==> src/rtl/button_events.sv <==
// Turns rising edges on debounced buttons into a valid/ready event stream, one
// pending bit per button, round-robin drain. Define BTN_REPEAT_EN for auto-repeat.
module button_events #(
    parameter int N_BTN      = 4,
    parameter int REP_DELAY  = 12000000,
    parameter int REP_PERIOD = 3000000
) (
    input  logic                     clk,
    input  logic                     rst,
    input  logic [N_BTN-1:0]         btn,
    output logic                     ev_valid,
    output logic [$clog2(N_BTN)-1:0] ev_idx,
    input  logic                     ev_ready,
    output logic                     ev_drop
);

    localparam int IW = $clog2(N_BTN);

    logic [N_BTN-1:0] btn_d, btn_q;
    logic [N_BTN-1:0] pending_d, pending_q;
    logic [IW-1:0]    rr_ptr_d, rr_ptr_q;
    logic             ev_valid_d, ev_valid_q;
    logic [IW-1:0]    ev_idx_d, ev_idx_q;
    logic             ev_drop_d, ev_drop_q;

    logic [N_BTN-1:0] rise;
    logic [N_BTN-1:0] tick;
    logic [N_BTN-1:0] evt;
    logic [N_BTN-1:0] grant_mask;
    logic [IW-1:0]    grant_idx;
    logic             found;
    logic             load;

`ifdef BTN_REPEAT_EN
    localparam int CW = $clog2(REP_DELAY + 1);
    // After the first repeat the counter is rewound so the next match is REP_PERIOD away.
    localparam logic [CW-1:0] CNT_FIRE   = CW'(REP_DELAY);
    localparam logic [CW-1:0] CNT_RELOAD = CW'(REP_DELAY - REP_PERIOD + 1);

    logic [CW-1:0] cnt_d [N_BTN];
    logic [CW-1:0] cnt_q [N_BTN];

    always_comb begin
        tick = '0;
        for (int i = 0; i < N_BTN; i++) begin
            cnt_d[i] = '0;
            if (btn[i]) begin
                if (cnt_q[i] == CNT_FIRE) begin
                    tick[i]  = 1'b1;
                    cnt_d[i] = CNT_RELOAD;
                end else begin
                    cnt_d[i] = cnt_q[i] + 1'b1;
                end
            end
        end
    end

    always_ff @(posedge clk) begin
        for (int i = 0; i < N_BTN; i++) begin
            if (rst) begin
                cnt_q[i] <= '0;
            end else begin
                cnt_q[i] <= cnt_d[i];
            end
        end
    end
`else
    always_comb begin
        tick = '0;
    end
`endif

    // Handshake: an event transfers on a posedge where ev_valid && ev_ready; while
    // ev_valid && !ev_ready the presented ev_idx is held unchanged.
    always_comb begin
        int j;
        btn_d     = btn;
        rise      = btn & ~btn_q;
        evt       = rise | tick;
        found     = 1'b0;
        grant_idx = '0;
        j         = 0;
        for (int off = 0; off < N_BTN; off++) begin
            j = int'(rr_ptr_q) + off;
            if (j >= N_BTN) begin
                j = j - N_BTN;
            end
            if (!found && pending_q[j]) begin
                found     = 1'b1;
                grant_idx = IW'(j);
            end
        end

        load       = !ev_valid_q || ev_ready;
        grant_mask = (load && found) ? (N_BTN'(1) << grant_idx) : '0;

        // A grant and a new event on the same button leave the bit set: the OR wins.
        pending_d = (pending_q & ~grant_mask) | evt;
        ev_drop_d = |(evt & pending_q & ~grant_mask);

        ev_valid_d = ev_valid_q;
        ev_idx_d   = ev_idx_q;
        rr_ptr_d   = rr_ptr_q;
        if (load) begin
            ev_valid_d = found;
            if (found) begin
                ev_idx_d = grant_idx;
                rr_ptr_d = (grant_idx == IW'(N_BTN - 1)) ? '0 : grant_idx + 1'b1;
            end
        end
    end

    always_ff @(posedge clk) begin
        // btn_q tracks btn through reset so buttons held at reset cannot fire on release.
        btn_q <= btn_d;
        if (rst) begin
            pending_q  <= '0;
            rr_ptr_q   <= '0;
            ev_valid_q <= 1'b0;
            ev_idx_q   <= '0;
            ev_drop_q  <= 1'b0;
        end else begin
            pending_q  <= pending_d;
            rr_ptr_q   <= rr_ptr_d;
            ev_valid_q <= ev_valid_d;
            ev_idx_q   <= ev_idx_d;
            ev_drop_q  <= ev_drop_d;
        end
    end

    assign ev_valid = ev_valid_q;
    assign ev_idx   = ev_idx_q;
    assign ev_drop  = ev_drop_q;

endmodule

==> config.mk <==
export PLATFORM = sky130hd
export DESIGN_NAME = button_events
export DESIGN_NICKNAME = d
export VERILOG_FILES = /design/src/rtl/button_events.sv
export SDC_FILE = /design/constraint.sdc
export NUM_CORES = 1
export LEC_CHECK = 0
export CAP_MARGIN = 40
export CORE_AREA = 2 2 43 45
export CTS_CLUSTER_SIZE = 10
export DETAILED_ROUTE_END_ITERATION = 7
export DIE_AREA = 0 0 45 47
export PLACE_DENSITY = 0.6
export SLEW_MARGIN = 20
export SYNTH_ARGS = -nofsm -noshare
export SYNTH_HDL_FRONTEND = slang
export SYNTH_SLANG_ARGS = --single-unit
==> constraint.sdc <==
create_clock -name clk -period 4.45 [get_ports clk]
set_clock_uncertainty 0.15 [all_clocks]
set_input_delay 0.445 -clock clk [delete_from_list [all_inputs] [get_ports clk]]
set_output_delay 0.445 -clock clk [all_outputs]
set_load 0.02 [all_outputs]
; ---- After elaboration in Yosys (flattened, before gate mapping)
; Index checks and enable logic that the tools add are counted.
; W data, S select, Z words.
[classes]
n_addsub = 8
bitwise_logic = 7
muxes = 26
reduce_logical = 11
shift = 1
n_eq_ne = 1
magnitude_cmp = 8
[ops]
columns = operator, n
row1 = $lt A32 B4 Y1 const B, 4
row2 = $mux W32, 4
row3 = $and A4 B4 Y4, 4
row4 = $mux W1, 12
row5 = $sub A3 B3 Y4 const B, 3
row6 = $mux W2, 5
row7 = $ge A3 B3 Y1 const B, 3
row8 = $bmux W1 S2, 4
row9 = $not A4 Y4, 2
row10 = $add A2 B2 Y3 const B, 2
row11 = $logic_and A1 B1 Y1, 4
row12 = $logic_not A1 Y1, 4
row13 = $mux W4, 1
row14 = $or A4 B4 Y4, 1
row15 = $reduce_or A4 Y1, 1
row16 = $shl A1 B2 Y4 const A, 1
row17 = $sub A2 B3 Y4 const B, 1
row18 = $add A2 B1 Y3 const B, 1
row19 = $ge A2 B3 Y1 const B, 1
row20 = $add A2 B1 Y2 const B, 1
row21 = $eq A2 B2 Y1 const B, 1
row22 = $reduce_and A2 Y1, 1
row23 = $logic_or A1 B1 Y1, 1
[word_totals]
input_bits = 7
register_bits = 14
elab_cells = 68
out_inout_bits = 4

; ---- Logic depth before layout (Yosys ltp)
; Gate-level depths: netlist (run 1).
[logic_depth]
ltp_word = 20
ltp_mapped = 8
mapped_depth_nobuf = 8

; ---- Worst setup path after synthesis (run 1)
; Ideal clock, no wire load.
[synth_timing]
kind = reg2reg
start = register pending_q[0]
end = register ev_drop_q, in the netlist ev_drop
synth_period_minus_slack_ps = 1905
arrival_time_ps = 1675
setup_ps = 81
required_time_ps = 4219
path_buffers = 0
stages_incl_launch_ff = 8
path_slack_ps = 2545
path_cell_list = dfxtp_1 or2b_1 a21o_1 o31ai_1 inv_1 ha_1 a211o_1 a41oi_1
[synth_between]
elab_chain_cells = 18
elab_cells_between_ends = 33
cone_classes = 1 x shift / 21 x mux / 3 x bitwise / 8 x reduce/logical
[synth_rtl]
columns = element, line
row1 = start: declaration, 20  ; logic [N_BTN-1:0] pending_d, pending_q;
row2 = start signal: assignment, 123  ; pending_q <= pending_d;
row3 = $bmux W1 S2, 88  ; if (!found && pending_q[j]) begin
row4 = $mux W1 (not written as such) (2 in series), 88
row5 = $mux W1, 88
row6 = $logic_not A1 Y1, 88
row7 = $logic_and A1 B1 Y1, 88
row8 = $mux W1, 88
row9 = $logic_not A1 Y1, 88
row10 = $logic_and A1 B1 Y1, 88
row11 = [... 2 more ...], -
row12 = $logic_and A1 B1 Y1, 88
row13 = $mux W2 (*), 88
row14 = named net grant_idx[1], 30  ; logic [IW-1:0] grant_idx;
row15 = $shl A1 B2 Y4 (*), 95  ; grant_mask = (load && found) ? (N_BTN'(1) << grant_idx) : '0;
row16 = $mux W4 (*), 95
row17 = $not A4 Y4 (*), 99  ; ev_drop_d = |(evt & pending_q & ~grant_mask);
row18 = $and A4 B4 Y4 (*), 99
row19 = $reduce_or A4 Y1 (*), 99
row20 = end signal: assignment, 127  ; ev_drop_q <= ev_drop_d;
row21 = end: declaration, 24  ; logic ev_drop_d, ev_drop_q;
; The timed path passes the listed nets; every way through them passes the cells marked *. The select of a mux whose other input is x is not followed.
; A chain may end at the register's enable or synchronous reset.

; ---- Worst setup path after layout (run 1)
[layout_timing]
start = register pending_q[1]
end = register ev_drop_q, in the netlist ev_drop
; Same word-level chain as after synthesis.

==> results, run 1 <==
- The mapped netlist covers 668 µm².
- At the worst endpoint, the arrival time is 2.17 ns.
- Traced cell by cell, the critical path runs through nand2b_1 -> a21oi_1 -> o31ai_1 -> inv_1 -> ha_1 -> a211o_1 -> a41oi_1.
- Hold timing on the final database bottoms out at a slack of 0.306 ns.
- The floorplan step defined a die boundary enclosing 2120 µm².
- The number of nets in the synthesized netlist is 83.
- The final instance area is 801 µm².
- From synthesis to final layout, the design area changed by 19.9%.
- The buffer depth of the longest clock path is 2.
- Counting the fill cells in the layout gives 165.
- At the pin with the least slew margin, the transition time is 0.465 ns.
- The kind of path behind the tightest hold check is reg2reg.
- The DRC violation total after the first TritonRoute iteration is 20.
- Setup violations remaining at the end of the flow were counted as 0.
- The hold-critical path depth is 2.
- For this run, the number of Yosys warnings is 0.
- Clock tree synthesis inserted a total of 3 buffers.
- The part of the Yosys area used for sequential elements is 41.9%.
- The number of pins exceeding their max-slew limit in the final report is 0.
- The tree is rooted in a sky130_fd_sc_hd__clkbuf_4.
- The congestion estimate from routability-driven global placement came to 0.735.
- The post-cts hold buffer count is 0.
- The number of antenna violations at the first check in global routing is 0.
- The most frequent standard cell in the layout excluding fill and tap cells is sky130_fd_sc_hd__dfxtp_1.
- The sequential cell area in the final layout is 280 µm².
- 11 I/O pins were placed.
- The effective utilization at floorplan is 40.5%.
- The flow ran to the end, and the final reports show no timing, DRC or antenna violations.
- The count of distinct cell types in the synthesized netlist is 25.
- The maximum number of pins on one net before global-route repair is 13.
- The net count of the finished layout is 96.
- The overall power is 313 µW.
- In this run the core area contains 15 standard-cell rows.
- TritonCTS built the clock tree.
- For this run, the total global-route usage over all layers was measured as 14.3%.
- The area of combinational cells with multiple inputs is 365 µm².
- For this run, the slowest stage of the critical path takes 0.42 ns.
- The worst setup path is captured at a flop.
- The post-route minimum period is 2.12 ns.
- At the later pin of the worst-skew pair, clock insertion delay measures 0.27 ns.
- In this run the remaining antenna-violating nets after routing total 0.
- For the worst flop-to-flop path, the logic depth is 7.
- The number of gates resized after cts is 0.
- The critical setup path kind is reg2reg.
- A synthesized cell averages 9.28 µm².
- The core region area is 1650 µm².
- STA classifies the critical path startpoint as a flop.
- Setup repair after global routing left no endpoint under its margin.
- Of the cells placed in the final design, the portion with a size suffix greater than 1 is 8.43%.
- For this design, the sink count on the clock tree is 14.
- In this run the power density over the cells is 391 nW/µm².
- The leftover overflow at the end of global routing is 0.
- The peak fanout along the critical path is 6.
- Counting flops and latches in the post-synthesis netlist gives 14.
- The final period utilization is 47.7%.
- The detailed-route via count is 547.
- The port buffer count is 10.
- The number of global-route vias before repair is 492.
- The peak ir drop on the vdd network is 0.240 mV.
- The clock transition at the register clock pins on the worst setup and hold paths after CTS is 0.08 ns.
- Buffers added to address setup during post-CTS repair amount to 0.
- Dividing the detail-routed wire length by the instance count gives 12.1 µm.
- Headroom to the max-slew limit came out at 68.9%.
- CTS built an H-tree with a depth of 1.
- In the routed design, unresolved DRC markers number 0.
- The gate count after technology mapping is 72.
- Measured on the finished design, the core utilization comes to 48.5%.
- The routed design has 1210 µm of wire.
- The standard cell with the maximum stage delay on the critical path is sky130_fd_sc_hd__dfxtp_1.
- The antenna diode count is 0.
- The analysis attributes to cell leakage a power of 0.000321 µW.
- The hold violation count in the final report came to 0.
- The first detailed-routing pass took 4 iterations.
- The via density per instance is 5.47.
- The area of placed instances is 778 µm².
- The worst path required time is 4.50 ns.
- The max-capacitance violation count is 0.
- The width of the die is 45 µm.
- The first global-routing pass estimated 2100 µm of wire.
- The die is 47 µm tall.
- Detailed placement ended at an HPWL of 917 µm.
- The top cell types in the final layout, fill and taps aside, are 14 x sky130_fd_sc_hd__dfxtp_1, 10 x sky130_fd_sc_hd__clkdlybuf4s50_1, 9 x sky130_fd_sc_hd__nand2_1.
- Adding up every negative setup slack in the final design gives 0 ns.
- Derived from the worst setup path, the maximum achievable clock frequency is 471 MHz.
-- final timing paths --
path	start	to	slack (ns)
worst max-delay path	pending_q[1]	ev_drop	2.33
worst min-delay path	ev_idx[1]	ev_idx[1]	0.31
worst max register to register	pending_q[1]	ev_drop	2.33
worst min register to register	ev_idx[1]	ev_idx[1]	0.31
-- cell usage after synthesis --
library cell	number	area [µm²]
sky130_fd_sc_hd__buf_4	1	7.51
sky130_fd_sc_hd__a221o_1	1	10.0
sky130_fd_sc_hd__nand4b_1	2	17.5
sky130_fd_sc_hd__a221oi_1	1	8.76
sky130_fd_sc_hd__o311ai_0	1	8.76
sky130_fd_sc_hd__and2_4	1	8.76
sky130_fd_sc_hd__dfxtp_1	14	280
sky130_fd_sc_hd__a41oi_1	1	8.76
sky130_fd_sc_hd__nor2_1	5	18.8
sky130_fd_sc_hd__a21o_1	2	15.0
sky130_fd_sc_hd__or4_4	1	11.3
sky130_fd_sc_hd__nand2_1	9	33.8
sky130_fd_sc_hd__nand3b_1	2	15.0
sky130_fd_sc_hd__nor4_1	1	6.26
sky130_fd_sc_hd__nor2b_1	3	18.8
sky130_fd_sc_hd__o31ai_1	2	15.0
sky130_fd_sc_hd__nand2b_1	4	25.0
sky130_fd_sc_hd__a211o_1	2	17.5
sky130_fd_sc_hd__inv_1	3	11.3
sky130_fd_sc_hd__or2b_1	1	7.51
sky130_fd_sc_hd__a21oi_1	8	40.0
sky130_fd_sc_hd__o41ai_2	1	16.3
sky130_fd_sc_hd__ha_1	4	50.1
sky130_fd_sc_hd__clkbuf_1	1	3.75
sky130_fd_sc_hd__a211oi_2	1	12.5
-- stage by stage --
step           setup slack, ns  cells
2_1_floorplan             2.54     72
5_1_grt                   2.11    100
3_3_place_gp              2.33     97
6_report                  2.33    100
4_1_cts                   2.30    100
3_5_place_dp              2.34     97
-- cell families (layout without fill, tap and decap cells) --
logic type / Yosys count / in the layout / share of synthesized area, %
buffers and inverters: 5 / 16 / 3.37
AND/OR/NAND/NOR: 29 / 29 / 24.3
adder cells (fa/ha/maj): 4 / 4 / 7.49
flip-flops: 14 / 14 / 41.9
AO/OA/AOI/OAI: 20 / 20 / 22.8
-- registers in the layout (all words and copies together), names as in the netlist --
name	cells
btn_q	4
ev_drop	1
ev_idx	2
ev_valid	1
pending_q	4
rr_ptr_q	2
-- area by class of cell --
class	count	area share, %
flip-flops and latches	14	35.0
clock buffers	3	2.81
multi-input cells	53	45.6
inverters	3	1.41
repair buffers	10	12.5
well taps	17	2.66
-- per-layer routing --
metal  vias up  share of wire (%)  track usage, %
li1        284                  -               -
met1       250                 50            18.7
met2         9                 43            21.4
met3         4                2.9            2.31
met4         0                3.2            10.6
met5         -                  0               0
-- worst max-delay path, delay by kind of cell, from the launching register on --
kind | cells | cell delay (ns)
buf+inv | 1 | 0.12
compound gates | 4 | 0.94
flops | 1 | 0.42
fa+ha+maj | 1 | 0.27
simple gates | 1 | 0.15
-- power breakdown --
part	switching (µW)	leakage, µW	internal [µW]
clock network	38.7	0.0000138	31.4
logic	48.9	0.000191	43.9
registers	11.8	0.000116	138
total	99.4	0.000321	214
Power figures use the tool's default switching activity.
==> run 2: changes to the inputs <==
==> constraint.sdc (replaced) <==
create_clock -name clk -period 2.1 [get_ports clk]
set_clock_uncertainty 0.15 [all_clocks]
set_input_delay 0.21 -clock clk [delete_from_list [all_inputs] [get_ports clk]]
set_output_delay 0.21 -clock clk [all_outputs]
set_load 0.02 [all_outputs]
==> run 2 against run 1 <==
Against the previous run:
- clock-buffer cell count unchanged
- final cell count up 2.0%
- sequential share of layout area down 1.3 points
- via count up 9.7%
- critical path depth unchanged
- combinational power up 150%
- wire length up 19%
- critical path type unchanged
- largest power group unchanged
- register-to-register slack worse by 2.2 ns
- utilization up 2.3 points
- highest routed layer unchanged
- fmax up 6.1%
- flip-flop and latch count unchanged
==> results, run 2 (synthesized netlist as in run 1, its figures left out) <==
- The number of antenna violations at the first check in global routing is 0.
- The total of fill cells in the finished design is 159.
- At the end of routability-driven placement, the weighted congestion stood at 0.803.
- TritonCTS built the clock tree.
- The total clock buffers created by CTS is 3.
- The critical setup path kind is reg2reg.
- The via density per instance is 5.88.
- The leftover overflow at the end of global routing is 0.
- The path with the worst hold slack has its endpoint at btn_q[1].
- The post-route minimum period is 2.00 ns.
- The antenna diode count is 0.
- The worst hold path belongs to the class in2reg.
- The endpoint of the worst-slack reg-to-reg timing path is ev_drop.
- The hold-critical path depth is 1.
- The clock insertion delay at the later pin of the skew report is 0.27 ns.
- The total number of clock tree sinks is 14.
- The clock passes through at most 2 buffers.
- The area growth from synthesis to layout is 25.5%.
- The type of origin of the critical path is a flop.
- Cells with a size suffix above 1 make up 18.8% of the layout.
- For this design the ratio of total power to cell area is 837 nW/µm².
- The switching portion of total power is 32.8%.
- For this run, the slowest stage of the critical path takes 0.45 ns.
- The worst register-to-register path has a depth of 7.
- The chip height is 47 µm.
- Global routing used 14.6% of the available tracks.
- Based on the critical path, the design can be clocked at up to 499 MHz.
- In this run, the number of DRC markers left after iteration 0 of detailed routing was 46.
- The analysis attributes to cell leakage a power of 0.000332 µW.
- Setup violations remaining at the end of the flow were counted as 0.
- The combinational cell fraction of total power is 32.6%.
- CTS built an H-tree with a depth of 1.
- The post-CTS setup buffer count is 0.
- The tree is rooted in a sky130_fd_sc_hd__clkbuf_4.
- The clock network fraction of total power is 21.1%.
- The number of iterations in the first detailed-routing pass is 4.
- Cells fill 50.8% of the core in the end.
- The total detailed-routing wirelength is 1440 µm.
- Broken down by cell family, the worst path's largest delay share belongs to compound AO/OA/AOI/OAI gates.
- The peak ir drop on the vdd network is 0.474 mV.
- The most critical setup path has its startpoint at pending_q[2].
- The routed design uses 96 µm of met3 wire.
- On the critical path, the stage with the largest delay is an instance of sky130_fd_sc_hd__dfxtp_1.
- The remaining number of nets flagged by the antenna check after routing is 0.
- In the layout the commonest cells are 12 x sky130_fd_sc_hd__dfxtp_1, 10 x sky130_fd_sc_hd__clkdlybuf4s50_1, 9 x sky130_fd_sc_hd__nand2_1.
- The number of pins exceeding their max-slew limit in the final report is 0.
- The number of global-route vias before repair is 498.
- The transition time at the pin with the least slew margin is 0.471 ns.
- Entering global routing, the biggest net connects 13 pins.
- During I/O placement, the number of pins put on the boundary was 11.
- The die covers 2120 µm².
- The worst setup path is captured at a flop.
- In this run the power spent charging and discharging nets is 230 µW.
- The routed layout has 600 vias.
- In this run the most critical hold path is launched from btn[1].
- The effective utilization at floorplan is 40.5%.
- The core region area is 1650 µm².
- The floorplan row count is 15.
- Along the worst path, the maximum fanout reaches 6.
- The routed design uses 654 µm of met2 wire.
- The critical path contains buffers and inverters numbering 0 combined.
- The worst endpoint data arrival time is 2.05 ns.
- Port buffering added 10 buffers.
- The detailed-placement wirelength estimate is 980 µm.
- The path length in cells of the critical path is 7.
- The number of remaining DRC errors is 0.
- The hold violation count in the final report was 0.
- Dividing the final minimum period by the clock period gives 95.4%.
- The routed length per placed instance is 14.1 µm.
- The start of the worst register-to-register path is pending_q[2].
- The clock transition at the register clock pins on the worst setup and hold paths after CTS is 0.08 ns.
- The area of combinational cells with multiple inputs is 385 µm².
- The highest layer used for signal routing is met4.
- The final instance area is 838 µm².
- In the final layout, the registers with the most flip-flops are btn_q (4), pending_q (4).
- Per report_power, the sequential group accounts for 46.3% of the total.
- The first-pass GRT wire length is 2180 µm.
- The relative slew slack is 68.5%.
- The area of placed instances is 793 µm².
- The minimum setup slack among reg-to-reg paths is 0.1 ns.
- After the last flow step, the layout net total stands at 98.
- The worst path required time is 2.15 ns.
- The detailed router put a total of 652 µm of wire on met1.
- The most frequent standard cell in the layout excluding fill and tap cells is sky130_fd_sc_hd__dfxtp_1.
- Walking the worst path, the cells encountered are nor2b_2 -> a21o_1 -> a221o_1 -> nor2_1 -> ha_1 -> a211o_1 -> a41oi_1.
- The cell internal power dissipation is 472 µW.
- The width of the die is 45 µm.
- The run finished with clean final reports.
- The max-capacitance violation count is 0.
- Across the whole layout, storage elements account for 283 µm².
==> run 2: changes by cell type in the layout (fill, tap and decap cells not counted), sizes merged <==
cell  delta
buf      +2
==> run 2: per-layer routing <==
layer	global-route usage, %	vias to the layer above
met5	0	-
met4	7.06	0
met3	3.46	7
met2	22.9	30
met1	19.0	275
li1	-	288
==> run 2: through the flow <==
step | setup slack, ns | cells | TNS [ns] | hold WS [ns] | total power (µW)
after detailed placement | 0.0784 | 99 | 0 | 0.300 | 540
after CTS | 0.0365 | 102 | 0 | 0.258 | 688
final | 0.0976 | 102 | 0 | 0.261 | 702
after global routing | -0.0199 | 102 | -0.0199 | 0.254 | 743
after global placement | 0.104 | 99 | 0 | 0.296 | 540
after floorplan | 0.195 | 72 | 0 | 0.0877 | 462
==> run 2: how the worst max path moves through the flow <==
stage	endpoint	slack (ns)
finish	ev_drop	0.1
global route	ev_drop	-0.02
CTS	ev_drop	0.04
detailed placement	ev_drop	0.08
global placement	ev_drop	0.10
floorplan	ev_drop	0.19
==> run 2: final cells by class <==
type / instances / area share [%]
clock buffer: 3 / 2.69
timing repair buffer: 12 / 13.7
inverter: 3 / 1.34
multi-input combinational: 53 / 46.0
sequential: 14 / 33.7
tap: 17 / 2.54
==> run 2: power by group through the flow <==
stage,clock network [µW],registers (µW),logic (µW)
6_report,148,325,228
5_1_grt,167,328,248
4_1_cts,154,319,215
3_5_place_dp,0,326,214
3_3_place_gp,0,325,215
2_1_floorplan,0,333,129
==> run 2: repair_timing <==
action | 4_1_cts | 5_1_grt
setup endpoints to repair | 0 | 1
hold buffers | 0 | 0
resized for setup | 0 | 7
==> run 3: changes to the inputs <==
--- a/config.mk
+++ b/config.mk
@@ -6,11 +6,13 @@
 export NUM_CORES = 1
 export LEC_CHECK = 0
 export CAP_MARGIN = 40
-export CORE_AREA = 2 2 43 45
+export CELL_PAD_IN_SITES_DETAIL_PLACEMENT = 1
+export CELL_PAD_IN_SITES_GLOBAL_PLACEMENT = 1
+export CORE_AREA = 2 2 46 48
 export CTS_CLUSTER_SIZE = 10
 export DETAILED_ROUTE_END_ITERATION = 7
-export DIE_AREA = 0 0 45 47
-export PLACE_DENSITY = 0.6
+export DIE_AREA = 0 0 48 50
+export PLACE_DENSITY = 0.67
 export SLEW_MARGIN = 20
 export SYNTH_ARGS = -nofsm -noshare
 export SYNTH_HDL_FRONTEND = slang
==> run 3 against run 2 <==
Against the previous run:
- die area is 13% higher
- flip-flop and latch count stayed put
- register-to-register slack better by 0.02 ns
- combinational power is 5% higher
- clock-buffer cell count is 1 higher
- critical path type unchanged
==> results, run 3 (synthesized netlist as in run 1, its figures left out) <==
- The number of global-route vias before repair is 598.
- The tree is rooted in a sky130_fd_sc_hd__clkbuf_4.
- The first global-routing pass estimated 2770 µm of wire.
- The hold violation count in the final report is 0.
- The number of primary I/O pins is 11.
- The maximum number of pins on one net before global-route repair is 13.
- The clock transition at the register clock pins on the worst setup and hold paths after CTS is 0.09 ns.
- Summed over all nets, wire length on met2 after detailed routing comes to 886 µm.
- At the worst endpoint, the required time is 2.15 ns.
- For this block, the routed nets add up to 1710 µm of wire.
- The relative slew slack is 68.0%.
- The flow ran to the end, and the final reports show no timing, DRC or antenna violations.
- The total of fill cells in the finished design is 221.
- The standard cell with the maximum stage delay on the critical path is sky130_fd_sc_hd__dfxtp_1.
- The largest single stage delay on the critical path is 0.38 ns.
- The leakage power figure is 0.000351 µW.
- Using the TritonRoute via totals, the vias-per-cell ratio works out to 5.20.
- Setup violations remaining at the end of the flow were counted as 0.
- The number of antenna violations at the first check in global routing is 0.
- TritonCTS built the clock tree.
- In the final layout, the registers with the most flip-flops are btn_q (4), pending_q (4).
- The number of pins exceeding their max-slew limit in the final report is 0.
- The total clock buffers created by CTS is 3.
- The post-cts hold buffer count is 0.
- The die is 50 µm tall.
- The transition time at the pin with the least slew margin is 0.478 ns.
- The sequential cell area in the final layout is 283 µm².
- The clock insertion delay at the later pin of the skew report is 0.28 ns.
- In this run the number of H-tree levels came out at 1.
- The tightest min-delay check is of the in2reg type.
- The library cell used most frequently in the layout, excluding fill and tap cells, is sky130_fd_sc_hd__dfxtp_1.
- The overall power is 758 µW.
- After global routing the overflow that remains totals 0.
- The type of origin of the critical path is a flop.
- The total number of clock tree sinks is 14.
- For the final routed database, the setup TNS stands at 0 ns.
- For this run, the post-layout net count is 100.
- The peak ir drop on the vdd network is 0.533 mV.
- The detailed-route via count is 598.
- The nature of the critical path endpoint is a flop.
- The final instance area is 888 µm².
- Walking the worst path, the cells encountered are or2b_1 -> a21oi_2 -> a221o_1 -> nor2_2 -> ha_1 -> a211o_1 -> a41oi_1.
- The remaining number of nets flagged by the antenna check after routing is 0.
- Static timing analysis puts the maximum clock frequency at 504 MHz.
- After detailed routing, the average wire length per cell comes to 14.9 µm.
- The floorplan row count is 16.
- The highest layer used for signal routing is met4.
- Power spread over the standard cell area amounts to 853 nW/µm².
- The die area is 2400 µm².
- The final period utilization is 94.5%.
- The wire length on met3 is 44 µm.
- The number of iterations in the first detailed-routing pass is 3.
- In the final routing, the length of wire on met1 measures 746 µm.
- Of all nets on the critical path, the largest fanout is 5.
- Setup repair after global routing left no endpoint under its margin.
- The DRC violation total after the first TritonRoute iteration is 5.
- At the end of routability-driven placement, the weighted congestion stood at 0.747.
- The port buffer count is 10.
- The multi-input combinational cells in the finished layout cover a total of 394 µm².
- In this run the horizontal extent of the chip is 48 µm.
- Across the run, the number of max-cap violations was 0.
- In this run the cell area measured after placement is 821 µm².
- The proportion of layout cells with a drive suffix above 1 is 23.9%.
- The total global-route track usage is 16.5%.
- The post-route minimum period is 1.98 ns.
- Detailed placement finished with a half-perimeter wire length of 1290 µm.
- The effective utilization at floorplan is 35.1%.
- The critical setup path kind is reg2reg.
- In the routed design, unresolved DRC markers number 0.
- The buffer depth of the longest clock path is 2.
- Across all hold checks on the routed design, the worst slack comes to 0.263 ns.
- The antenna diode count is 0.
- Data on the critical path arrives at its endpoint at 2.04 ns.
- The core region is 1900 µm².
- The area growth from synthesis to layout is 33.0%.
- In the layout the commonest cells are 12 x sky130_fd_sc_hd__dfxtp_1, 10 x sky130_fd_sc_hd__clkdlybuf4s50_1, 9 x sky130_fd_sc_hd__nand2_1.
==> run 3: cell types whose count changed in the layout (fill, tap and decap cells not counted), sizes merged <==
cell and delta:
clkbuf +1, buf +2
==> run 3: repair_timing <==
item                                    CTS  global route
buffers inserted                          0             0
endpoints found under the setup margin    0             2
gates resized for setup                   0             9
==> run 3: worst paths after layout <==
check	from	endpoint	slack, ns	cells past startpoint
worst min register to register	ev_idx[1]	ev_idx[1]	0.32	2
worst max register to register	rr_ptr_q[0]	ev_drop	0.12	7
worst max-delay path	rr_ptr_q[0]	ev_drop	0.12	7
worst min-delay path	btn[1]	btn_q[1]	0.26	1
==> run 3: layout make-up <==
type | count | area share (%)
multi-input combinational | 53 | 44.4
sequential | 14 | 31.8
timing repair buffer | 14 | 14.6
clock buffer | 4 | 4.08
tap | 27 | 3.80
inverter | 3 | 1.27
==> run 3: worst max-delay path: cells and delay by family (launching register included) <==
kind,cells,cell delay (ns)
adder cells (fa/ha/maj),1,0.22
flip-flops,1,0.38
AO/OA/AOI/OAI,4,0.82
AND/OR/NAND/NOR,2,0.33
==> run 3: through the flow <==
step / cells / setup WS, ns / util [%]
2_1_floorplan: 72 / 0.195 / -
3_5_place_dp: 111 / 0.0567 / 43.2
5_1_grt: 115 / 0.0109 / 46.7
6_report: 115 / 0.116 / 46.7
4_1_cts: 115 / 0.0379 / 45.1
3_3_place_gp: 111 / 0.134 / 43.2
==> run 3: power by group <==
part           total, µW  internal (µW)  switching, µW
Clock                193            105           87.7
Combinational        240            117            124
Sequential           325            294           30.4
Total                758            516            242
==> run 3: per-layer routing <==
layer / vias up / track usage, %
met5: - / 0
met4: 0 / 5.41
met3: 4 / 6.59
met2: 14 / 26.7
met1: 289 / 19.1
li1: 291 / -
==> edit (config.mk and constraints of run 1) <==
Set the parameter `N_BTN` to 2 (it was 4).
--- a/src/rtl/button_events.sv
+++ b/src/rtl/button_events.sv
@@ -2,5 +2,5 @@
 // pending bit per button, round-robin drain. Define BTN_REPEAT_EN for auto-repeat.
 module button_events #(
-    parameter int N_BTN      = 4,
+    parameter int N_BTN      = 2,
     parameter int REP_DELAY  = 12000000,
     parameter int REP_PERIOD = 3000000
Interface: changed (resized btn and ev_idx); port bits go from 11 to 8. No check against the original RTL was run, so the function may have changed too.
==> edit against run 1 <==
  * Sequential cell count decreased by 6
  * Total power decreased by 54%
  * Worst setup slack improved by 0.35 ns
  * Final cell count decreased by 45%
  * Final area decreased by 50%
  * Synthesized area decreased by 57%
  * Routed wire length decreased by 63%
  * Clock power decreased by 23%
  * Largest cell class is now flip-flops and latches
  * Highest routed layer is now met3
==> edit: results (changes against run 1) <==
metric	value	unit	change
top_regs	btn_q: 2 flops, pending_q: 2 flops		was btn_q: 4 flops, pending_q: 4 flops
grt_use_met2	6.86	%	was 21.4%
drtIter0Drc	1		was 20
vdd_ir_drop_max	0.000109	V	was 0.000240 V
critPathMaxFanout	3		was 6
port_buffers	7		was 10
grt_use_met1	4.85	%	was 18.7%
p_leak	0.142	nW	was 0.321 nW
root_buffer	clkbuf_4		unchanged
dr.pass1.iters	2		was 4
ys_top_cells_by_count	8 x dfxtp_1, 5 x a21oi_1, 3 x nand2b_1		was 14 x dfxtp_1, 9 x nand2_1, 8 x a21oi_1
synth_area_leaders	dfxtp_1 56%, a21oi_1 8.8%, nand2b_1 6.6%		was dfxtp_1 42%, ha_1 7.5%, a21oi_1 6.0%
routabilityCongestion	0.640		was 0.735
cts.reportedPaths.clkPinSlew	0.05	ns	was 0.08 ns
grt_use_total	4.87	%	was 14.3%
first_global_vias	178		was 492
ys_types	13		was 25
grt_max_degree	8		was 13
yosysSeqAreaShare	56.1	%	was 41.9%
cts_buffer_depth	2		unchanged
syn_nets	33		was 83
cp_data_arrival_time	1.18	ns	was 2.17 ns
drive_above_1_share	13.2	%	was 8.43%
slew_headroom	82.5	%	was 68.9%
vias	215		was 547
cp_top_family	buffers and inverters		was compound AO/OA/AOI/OAI gates
numCtsBuffers	3		unchanged
clock_latency	0.25	ns	was 0.27 ns
ys_async_sr_fraction	0	%	unchanged
cp_slowest_cell	clkdlybuf4s50_1		was dfxtp_1
post_cts_resized	0		unchanged
max_stage_delay	0.60	ns	was 0.42 ns
status	finished clean		unchanged
place_ws	2.72	ns	was 2.34 ns
use_met3	2.69	%	was 2.31%
finalWirelength	450	um	was 1.21 mm
layout.nets	45		was 96
grt_pass1_wl	676	um	was 2.10 mm
slew_violations	0		unchanged
==> edit: changes by cell type after synthesis, moves of 3 or more <==
cell	delta
ha_1	-4
a21oi_1	-3
nor2b_1	-3
nand2_1	-9
nor2_1	-4
dfxtp_1	-6
==> edit: report_power, final <==
group | internal, mW | total (mW) | switching (mW) | leakage (nW)
Sequential | 0.0753 | 0.0770 | 0.00176 | 0.0660
Combinational | 0.00830 | 0.0145 | 0.00620 | 0.0627
Clock | 0.0307 | 0.0537 | 0.0229 | 0.0138
==> edit: per-layer routing <==
layer	routed length, um	up-vias
met5	0	-
met4	0	0
met3	29	0
met2	241	3
met1	179	93
li1	-	119
==> edit: path summary, 6_finish.rpt <==
kind / end / startpoint / slack [ns] / depth (start not counted)
worst min-delay path: ev_idx$_SDFFE_PP0P_ / ev_idx$_SDFFE_PP0P_ / 0.32 / 2
worst min register to register: ev_idx$_SDFFE_PP0P_ / ev_idx$_SDFFE_PP0P_ / 0.32 / 2
worst max register to register: ev_drop$_SDFF_PP0_ / rr_ptr_q$_SDFFE_PP0P_ / 3.35 / 3
worst max-delay path: ev_valid / ev_valid$_SDFFE_PP0P_ / 2.67 / 1
==> edit: kinds of logic (layout without fill, tap and decap cells) <==
kind of cell | count (synthesis) | count (layout) | share of synthesized area (%)
flip-flops | 8 | 8 | 56.1
AO/OA/AOI/OAI | 10 | 10 | 22.4
AND/OR/NAND/NOR | 9 | 9 | 20.2
buffers and inverters | 1 | 11 | 1.31
==> edit: cell type report <==
class | instances | area (sq um)
fill | 184 | 1250
sequential | 8 | 160
inverter | 1 | 3.75
clock buffer | 3 | 22.5
multi-input combinational | 19 | 121
tap | 17 | 21.3
timing repair buffer | 7 | 70.1
==> edit: metrics by stage <==
stage	cells	total power, mW	util [%]	instance area [sq um]
finish	55	0.145	24.2	399
global placement	52	0.0931	22.8	377
CTS	55	0.149	24.2	399
detailed placement	52	0.0933	22.8	377
global route	55	0.153	24.2	399
floorplan	28	0.0853	-	285
